## src/rtl/spi_arbiter.sv

```systemverilog
// -----------------------------------------------------------------------------
// spi_arbiter
// Two-requester SPI master front end. Requesters raise a level request; the
// arbiter picks a winner (round-robin on contention), captures that
// requester's 16-bit word and shifts it out MSB first in SPI mode 0 on the
// winner's chip select. Every output is driven straight from a register.
//
// Parameters:
//   DIV       clk cycles per SCLK half-period (1..255)
//
// Ports:
//   clk       system clock, rising edge
//   reset_L   asynchronous active-low reset
//   req       per-requester level request (bit n = requester n)
//   data0     requester 0 word, captured on grant decision
//   data1     requester 1 word, captured on grant decision
//   gnt       one-cycle grant pulse to the winner
//   done      one-cycle completion pulse to the served requester
//   busy      high while a transfer is in progress
//   spi_cs_L  per-slave active-low chip select
//   spi_sclk  SPI clock, idle low
//   spi_data  SPI MOSI, MSB first
//   bit_cnt   bits remaining in the current word, 16 when idle
// -----------------------------------------------------------------------------
module spi_arbiter #(
    parameter int unsigned DIV = 2
) (
    input  logic        clk,
    input  logic        reset_L,
    input  logic [1:0]  req,
    input  logic [15:0] data0,
    input  logic [15:0] data1,
    output logic [1:0]  gnt,
    output logic [1:0]  done,
    output logic        busy,
    output logic [1:0]  spi_cs_L,
    output logic        spi_sclk,
    output logic        spi_data,
    output logic [4:0]  bit_cnt
);

    typedef enum logic [1:0] {
        ST_IDLE,
        ST_SETUP,
        ST_SCLK_HI,
        ST_SCLK_LO
    } state_t;

    localparam logic [7:0] DIV_M1 = 8'(DIV - 1);

    state_t      r_state,   w_state_nxt;
    logic [7:0]  r_div,     w_div_nxt;
    logic [15:0] r_shift,   w_shift_nxt;
    logic        r_last,    w_last_nxt;
    logic        r_sel,     w_sel_nxt;
    logic [1:0]  r_gnt,     w_gnt_nxt;
    logic [1:0]  r_done,    w_done_nxt;
    logic [1:0]  r_cs_L,    w_cs_L_nxt;
    logic        r_busy,    w_busy_nxt;
    logic        r_sclk,    w_sclk_nxt;
    logic [4:0]  r_bit_cnt, w_bit_cnt_nxt;

    logic        w_div_end;
    logic        w_win;
    logic [1:0]  w_win_oh;
    logic [1:0]  w_sel_oh;
    logic [15:0] w_word;

    assign w_div_end = (r_div == DIV_M1);
    // Contention goes to whoever was not served last; a lone requester wins outright.
    assign w_win     = (req == 2'b11) ? ~r_last : req[1];
    assign w_win_oh  = w_win ? 2'b10 : 2'b01;
    assign w_sel_oh  = r_sel ? 2'b10 : 2'b01;
    assign w_word    = w_win ? data1 : data0;

    always_comb begin
        // NOTE: every signal gets a default before the case so no path leaves
        // one unassigned, which would otherwise infer a latch.
        w_state_nxt   = r_state;
        w_div_nxt     = r_div + 8'd1;
        w_shift_nxt   = r_shift;
        w_last_nxt    = r_last;
        w_sel_nxt     = r_sel;
        w_gnt_nxt     = 2'b00;
        w_done_nxt    = 2'b00;
        w_cs_L_nxt    = r_cs_L;
        w_busy_nxt    = r_busy;
        w_sclk_nxt    = r_sclk;
        w_bit_cnt_nxt = r_bit_cnt;

        case (r_state)
            ST_IDLE: begin
                w_div_nxt = 8'd0;
                if (req != 2'b00) begin
                    w_state_nxt = ST_SETUP;
                    w_shift_nxt = w_word;
                    w_last_nxt  = w_win;
                    w_sel_nxt   = w_win;
                    w_gnt_nxt   = w_win_oh;
                    w_cs_L_nxt  = ~w_win_oh;
                    w_busy_nxt  = 1'b1;
                end
            end
            ST_SETUP: begin
                if (w_div_end) begin
                    w_state_nxt = ST_SCLK_HI;
                    w_div_nxt   = 8'd0;
                    w_sclk_nxt  = 1'b1;
                end
            end
            ST_SCLK_HI: begin
                if (w_div_end) begin
                    // Falling SCLK: advance to the next bit; zeros fill in behind.
                    w_state_nxt   = ST_SCLK_LO;
                    w_div_nxt     = 8'd0;
                    w_sclk_nxt    = 1'b0;
                    w_shift_nxt   = {r_shift[14:0], 1'b0};
                    w_bit_cnt_nxt = r_bit_cnt - 5'd1;
                end
            end
            ST_SCLK_LO: begin
                if (w_div_end) begin
                    w_div_nxt = 8'd0;
                    if (r_bit_cnt == 5'd0) begin
                        w_state_nxt   = ST_IDLE;
                        w_cs_L_nxt    = 2'b11;
                        w_done_nxt    = w_sel_oh;
                        w_busy_nxt    = 1'b0;
                        w_bit_cnt_nxt = 5'd16;
                    end else begin
                        w_state_nxt = ST_SCLK_HI;
                        w_sclk_nxt  = 1'b1;
                    end
                end
            end
            default: begin
                w_state_nxt = ST_IDLE;
            end
        endcase
    end

    always_ff @(posedge clk or negedge reset_L) begin
        if (!reset_L) begin
            // NOTE: the shift register and pointer are reset along with the
            // control state so an aborted transfer leaves nothing behind.
            r_state   <= ST_IDLE;
            r_div     <= 8'd0;
            r_shift   <= 16'd0;
            r_last    <= 1'b1;
            r_sel     <= 1'b0;
            r_gnt     <= 2'b00;
            r_done    <= 2'b00;
            r_cs_L    <= 2'b11;
            r_busy    <= 1'b0;
            r_sclk    <= 1'b0;
            r_bit_cnt <= 5'd16;
        end else begin
            // NOTE: non-blocking assignments so every register samples the
            // pre-edge values computed above.
            r_state   <= w_state_nxt;
            r_div     <= w_div_nxt;
            r_shift   <= w_shift_nxt;
            r_last    <= w_last_nxt;
            r_sel     <= w_sel_nxt;
            r_gnt     <= w_gnt_nxt;
            r_done    <= w_done_nxt;
            r_cs_L    <= w_cs_L_nxt;
            r_busy    <= w_busy_nxt;
            r_sclk    <= w_sclk_nxt;
            r_bit_cnt <= w_bit_cnt_nxt;
        end
    end

    assign gnt      = r_gnt;
    assign done     = r_done;
    assign busy     = r_busy;
    assign spi_cs_L = r_cs_L;
    assign spi_sclk = r_sclk;
    // The MSB of the shift register is the bit on the wire; it drains to 0.
    assign spi_data = r_shift[15];
    assign bit_cnt  = r_bit_cnt;

endmodule

```

## config.mk

```make
export PLATFORM = sky130hd
export DESIGN_NAME = spi_arbiter
export DESIGN_NICKNAME = d
export VERILOG_FILES = /design/src/rtl/spi_arbiter.sv
export SDC_FILE = /design/constraint.sdc
export NUM_CORES = 1
export LEC_CHECK = 0
export BUFFER_PORTS_ARGS = -buffer_cell sky130_fd_sc_hd__buf_4
export CAP_MARGIN = 10
export CELL_PAD_IN_SITES_DETAIL_PLACEMENT = 0
export CELL_PAD_IN_SITES_GLOBAL_PLACEMENT = 1
export CORE_ASPECT_RATIO = 1.4
export CORE_MARGIN = 4
export CORE_UTILIZATION = 37
export DETAILED_ROUTE_END_ITERATION = 7
export PLACE_DENSITY_LB_ADDON = 0.1
export SYNTH_ARGS = -nofsm -noshare
export SYNTH_HDL_FRONTEND = slang
export SYNTH_SLANG_ARGS = --single-unit
```

## constraint.sdc

```tcl
create_clock -name clk -period 2.1 [get_ports clk]
set_clock_uncertainty 0.05 [all_clocks]
set_input_delay 0.105 -clock clk [delete_from_list [all_inputs] [get_ports clk]]
set_output_delay 0.105 -clock clk [all_outputs]
set_load 0.01 [all_outputs]
```

After elaboration in Yosys (flattened, before gate mapping)
Cells that the tools add are included.
- register bits: 41
- latch bits: 0
- bits in writable memories: 0
- ROM bits: 0
- output and inout bits: 14
- memories: 0
- add/subtract/negate cells: 2
- multipliers: 0
- divide/modulo/power cells: 0
- magnitude comparators: 0
- eq/ne operators: 11
- shift-type cells: 0
- mux-type cells: 37
- bitwise gates (word level): 2
- reductions and logical operators: 14
- operator list (kind ; number):
    $mux W16 ; 3
    $pmux W16 S2 ; 1
    $mux W2 ; 15
    $pmux W8 S2 ; 1
    $mux W5 ; 3
    $ne A2 B2 Y1 const B ; 6
    $reduce_and A4 Y1 ; 3
    $pmux W5 S2 ; 1
    $add A8 B1 Y8 const B ; 1
    $eq A8 B1 Y1 const B ; 1
    $mux W1 ; 8
    $mux W8 ; 1
    $pmux W2 S4 ; 1
    $reduce_bool A2 Y1 ; 4
    $eq A2 B2 Y1 const B ; 3
    $logic_not A5 Y1 ; 1
    $reduce_and A5 Y1 ; 1
    $sub A5 B1 Y5 const B ; 1
    $pmux W2 S2 ; 1
    $pmux W1 S3 ; 1
    $reduce_and A3 Y1 ; 1
    $reduce_bool A3 Y1 ; 1
    $reduce_or A3 Y1 ; 1
    $eq A2 B1 Y1 const B ; 1
    5 further kinds ; 5

Depth between registers and ports, before layout
- depth after elaboration: 6
- depth in mapped cells: 7

Worst setup path after synthesis
No wires, ideal clock.
- path kind: register -> register
- start: reg r_state[0]
- end: reg r_shift[0]
- library setup time: 0.125 ns
- arrival time: 1.811 ns
- data required time: 1.925 ns
- path slack: 0.114 ns
- cell stages (with the launch flop): 8
- buffers on the path: 2
- clock period less this slack: 1.986 ns
- path through: dfrtp_1 inv_1 ha_1 buf_2 or3b_1 a21boi_4 buf_12 mux2_4
- cells in the longest elaborated chain, start to end: 3
- ends and longest elaborated chain (element ; line ; source):
    start: declaration ; 51 ; state_t r_state, w_state_nxt;
    start signal: assignment ; 160 ; r_state <= w_state_nxt;
    $eq A2 B2 Y1 / $logic_not A2 Y1 (equally long branches) ; 91 ; case (r_state)
    $ne A2 B2 Y1 (no line) / $reduce_bool A2 Y1 (equally long branches) ; n/a ;
    $reduce_and A3 Y1 (no line) ; n/a ;
    end signal: assignment ; 162 ; r_shift <= w_shift_nxt;
    end: declaration ; 53 ; logic [15:0] r_shift, w_shift_nxt;
Parallel ways exist; a longest one is shown, timed or not.
A chain may end at the register's enable or synchronous reset.

Worst setup path after layout
- start: reg r_div[1]
- end: reg r_shift[11]
- cells in the longest elaborated chain, start to end: 3
- ends and longest elaborated chain (element ; line ; source):
    start: declaration ; 52 ; logic [7:0] r_div, w_div_nxt;
    start signal: assignment ; 161 ; r_div <= w_div_nxt;
    $eq A8 B1 Y1 ; 69 ; assign w_div_end = (r_div == DIV_M1);
    $ne A2 B2 Y1 (no line) ; n/a ;
    $reduce_and A3 Y1 (no line) ; n/a ;
No other way between the ends.

==> metrics list <==
* Top cell type by total area after synthesis: dfrtp_1
* Primary FF master, synth: dfrtp_1
* Detailed-route DRC error count: 0
- Synth area leaders: dfrtp_1 41%, mux2_4 6.6%, a2bb2oi_1 6.2%
- Max-cap violations in this run came to 0.
- Share of the cycle needed by the critical path after routing: 0.916
- Of all nets on the critical path, the largest fanout is 16.
* Met2 Usage GRT: 0.251
- Residual overflow from global routing: 0
* Total half-perimeter wirelength after legalization and detailed placement: 3820 um
- Number of hold violations in the final report: 0
* First-pass GRT wire length: 8570 um
- TritonCTS built the clock tree.
- Counting instances in the post-synthesis netlist gives the leading cell types as 37 x dfrtp_1, 25 x nand2_1, 22 x a21oi_1.
- The synthesized netlist occupies a cell area of 2260 sq um.
- The clock drives 41 sinks.
* Pin count of the biggest net entering global routing: 42
* Peak supply drop: 0.335 mV
- Number of global-route vias before repair: 1777
- The number of antenna violations at the first check in global routing was 0.
- The synthesized netlist contains 40 unique library cells.
- Number of enable flip-flop cells after synthesis: 0
- Summing internal, switching and leakage power gives 1550 uW.
- Crit Path Category: flip-flop to flip-flop
* Async set-or-reset flop fraction in the synthesized netlist: 1.00
- In the routed layout, each cell is associated on average with a via count of 5.14.
- The initial utilization of the core area, before any placement, comes to 0.384.
- After clock tree synthesis, the clock-pin slew on the worst setup and hold paths is 0.08 ns.
- Tightest Hold Check Type: input port to flip-flop
* Min-delay src: req[1]
* CTS buffer count: 5
* Peak clock frequency supported by timing: 0.520 GHz
* Portion of the post-synthesis area used by sequential elements: 0.455
- Hold_buf cts: 2
* Net total in the final layout: 324
- Layout cell share with drive strength beyond 1: 0.335
* Busiest layer in global routing: met2
- Count of yosys warnings during synthesis: 0
- Mapped Avg Cell Area: 10.4 sq um
- The flow ran to the end, and the final reports show no timing, DRC or antenna violations.
* Global-route total usage across every layer: 0.148
* Average wire per cell in the routed design: 15.1 um
- Number of port buffers: 49
* Final Critical Period: 1.92 ns
- Count of H-tree levels built during CTS: 2
- Horiz. Die Dim: 74.1 um
* Remaining max-slew budget at the tightest pin: 0.633
- The repair_antennas step left the layout with diodes totalling 0.
- The count of pins over their slew limit came to 0.
- Final TNS setup: 0 ns
* Slew at the pin closest to its max-slew limit: 0.550 ns
- The first routing iteration left 91 violations.
* Clock tree root driver cell: clkbuf_8
- The worst register-to-register path begins at r_div[1]$_DFF_PN0_.
* Grt met1 use: 0.187
- Endpoint arrival time on the critical path: 2.04 ns
- Layout-stage area growth over the synthesis result: 28.7%
- Buffers added to address setup during post-CTS repair amount to 0.
- Synthesis produced a netlist whose cell count is 218.
- Post_cts resized: 0
- Summed over all layers, the routed wires come to 5300 um.
- At the later pin of the worst-skew pair, clock insertion delay measures 0.29 ns.
* Worst endpoint required time: 2.22 ns
* Area share of the leading cell type in the synthesized netlist: 0.409
- Core Area: 5900 sq um
- Die area: 7450 sq um
- For this design the top-level I/O count stands at 50.
* Number of core rows: 33
* Remaining antenna violation count after routing: 0
- Static Leakage: 0.00143 uW
- GP Congestion: 0.789
- Setup violation total in the final timing report: 0
* Critical path origin: r_div[1]$_DFF_PN0_
* Die H: 101 um
* Number of flip-flops and latches in the synthesized netlist: 41
* Global-route track usage on met3: 0.0289
- Setup repair after global routing left no endpoint under its margin.
- Routed via count: 1804
- STA classifies the critical path endpoint as a flip-flop.
- The number of nets in the synthesized netlist is 262.
* Bufs on Longest Clock Path: 2
- Power density of the placed cells: 533 nW/um^2
- By instance count, the leading cell after synthesis is dfrtp_1.
- The first detailed-routing pass ran for 4 iterations.
- STA classifies the critical path startpoint as a flip-flop.
-- final cells by class --
class	count	area [sq um]
clock buffers	7	86.3
multi-input cells	157	1140
inverters	11	41.3
flip-flops and latches	41	1030
repair buffers	64	498
fillers	568	2990
well taps	70	87.6
clock inverters	1	30.0
-- metal layers --
metal  wire [um]  vias to the layer above
met1        2170                      863
met5           0                        -
met2        2750                       42
met4          83                        0
met3         291                        9
li1            -                      890
-- placed cells by master (no fill, tap or decap), types with 2 or more instances in the layout --
cell,instances
mux2i_1,2
a2bb2oi_1,16
mux2_2,7
dlygate4sd3_1,2
nor3_1,3
xor2_1,7
a21oi_1,22
clkbuf_8,6
mux2_4,10
a31oi_1,2
o21ai_0,8
nor2_1,15
inv_1,10
ha_1,8
buf_4,61
nand3_1,7
and3_1,2
nor4_1,2
dfrtp_1,37
nand2_1,25
and2_1,2
dfstp_2,4
o31ai_1,3
-- report_power, final --
group          internal [uW]  leakage (uW)  switching, uW
registers                791      0.000532          0.740
clock network            388     0.0000585            258
logic                   64.9      0.000842           50.8
-- path summary, 6_finish.rpt --
path                                      endpoint  slack, ns  depth (start not counted)
setup / recovery           r_shift[11]$_DFFE_PN0P_       0.18                          7
hold / removal                    gnt[0]$_DFF_PN0_       0.03                          2
setup reg to reg           r_shift[11]$_DFFE_PN0P_       0.18                          7
hold reg to reg                  done[0]$_DFF_PN0_       0.44                          1
max in group asynchronous  spi_cs_L[1]$_DFFE_PN1P_       1.33                          2
min in group asynchronous         gnt[0]$_DFF_PN0_       0.29                          2
-- kinds of logic (layout without fill, tap and decap cells) --
group / Yosys count / count (layout) / synth area share
XOR/XNOR: 8 / 8 / 0.0309
AND/OR/NAND/NOR: 64 / 64 / 0.144
adder cells (fa/ha/maj): 8 / 8 / 0.0442
flip-flops: 41 / 41 / 0.455
multiplexers: 19 / 19 / 0.110
AO/OA/AOI/OAI: 58 / 58 / 0.174
buffers and inverters: 20 / 83 / 0.0414
-- stage by stage --
step | std cells | util | cell area, sq um | hold WS (ns) | worst slack, ns
floorplan | 218 | - | 2260 | -0.241 | 0.114
detailed placement | 341 | 0.470 | 2780 | 0.0786 | 0.175
global placement | 341 | 0.470 | 2780 | 0.0747 | 0.190
CTS | 351 | 0.494 | 2910 | 0.0268 | 0.151
finish | 351 | 0.494 | 2910 | 0.0346 | 0.177
global route | 351 | 0.494 | 2910 | 0.0252 | 0.0182
-- sequential cells by signal (all words and copies together), names as in the netlist --
| signal | count |
|---|---|
| r_shift | 16 |
| r_sel | 1 |
| spi_sclk | 1 |
| gnt | 2 |
| r_last | 1 |
| spi_cs_L | 2 |
| bit_cnt | 5 |
| r_div | 8 |
| busy | 1 |
| r_state | 2 |
| done | 2 |
-- critical path, cell delays in order, from the launching register on --
cell and delay [ns]:
dfrtp_1 0.39, inv_1 0.06, ha_1 0.13, nor4b_4 0.28, nand3_4 0.17, a21boi_4 0.20, buf_12 0.18, mux2_2 0.34
Note: power is estimated with default switching activity, not from simulation.
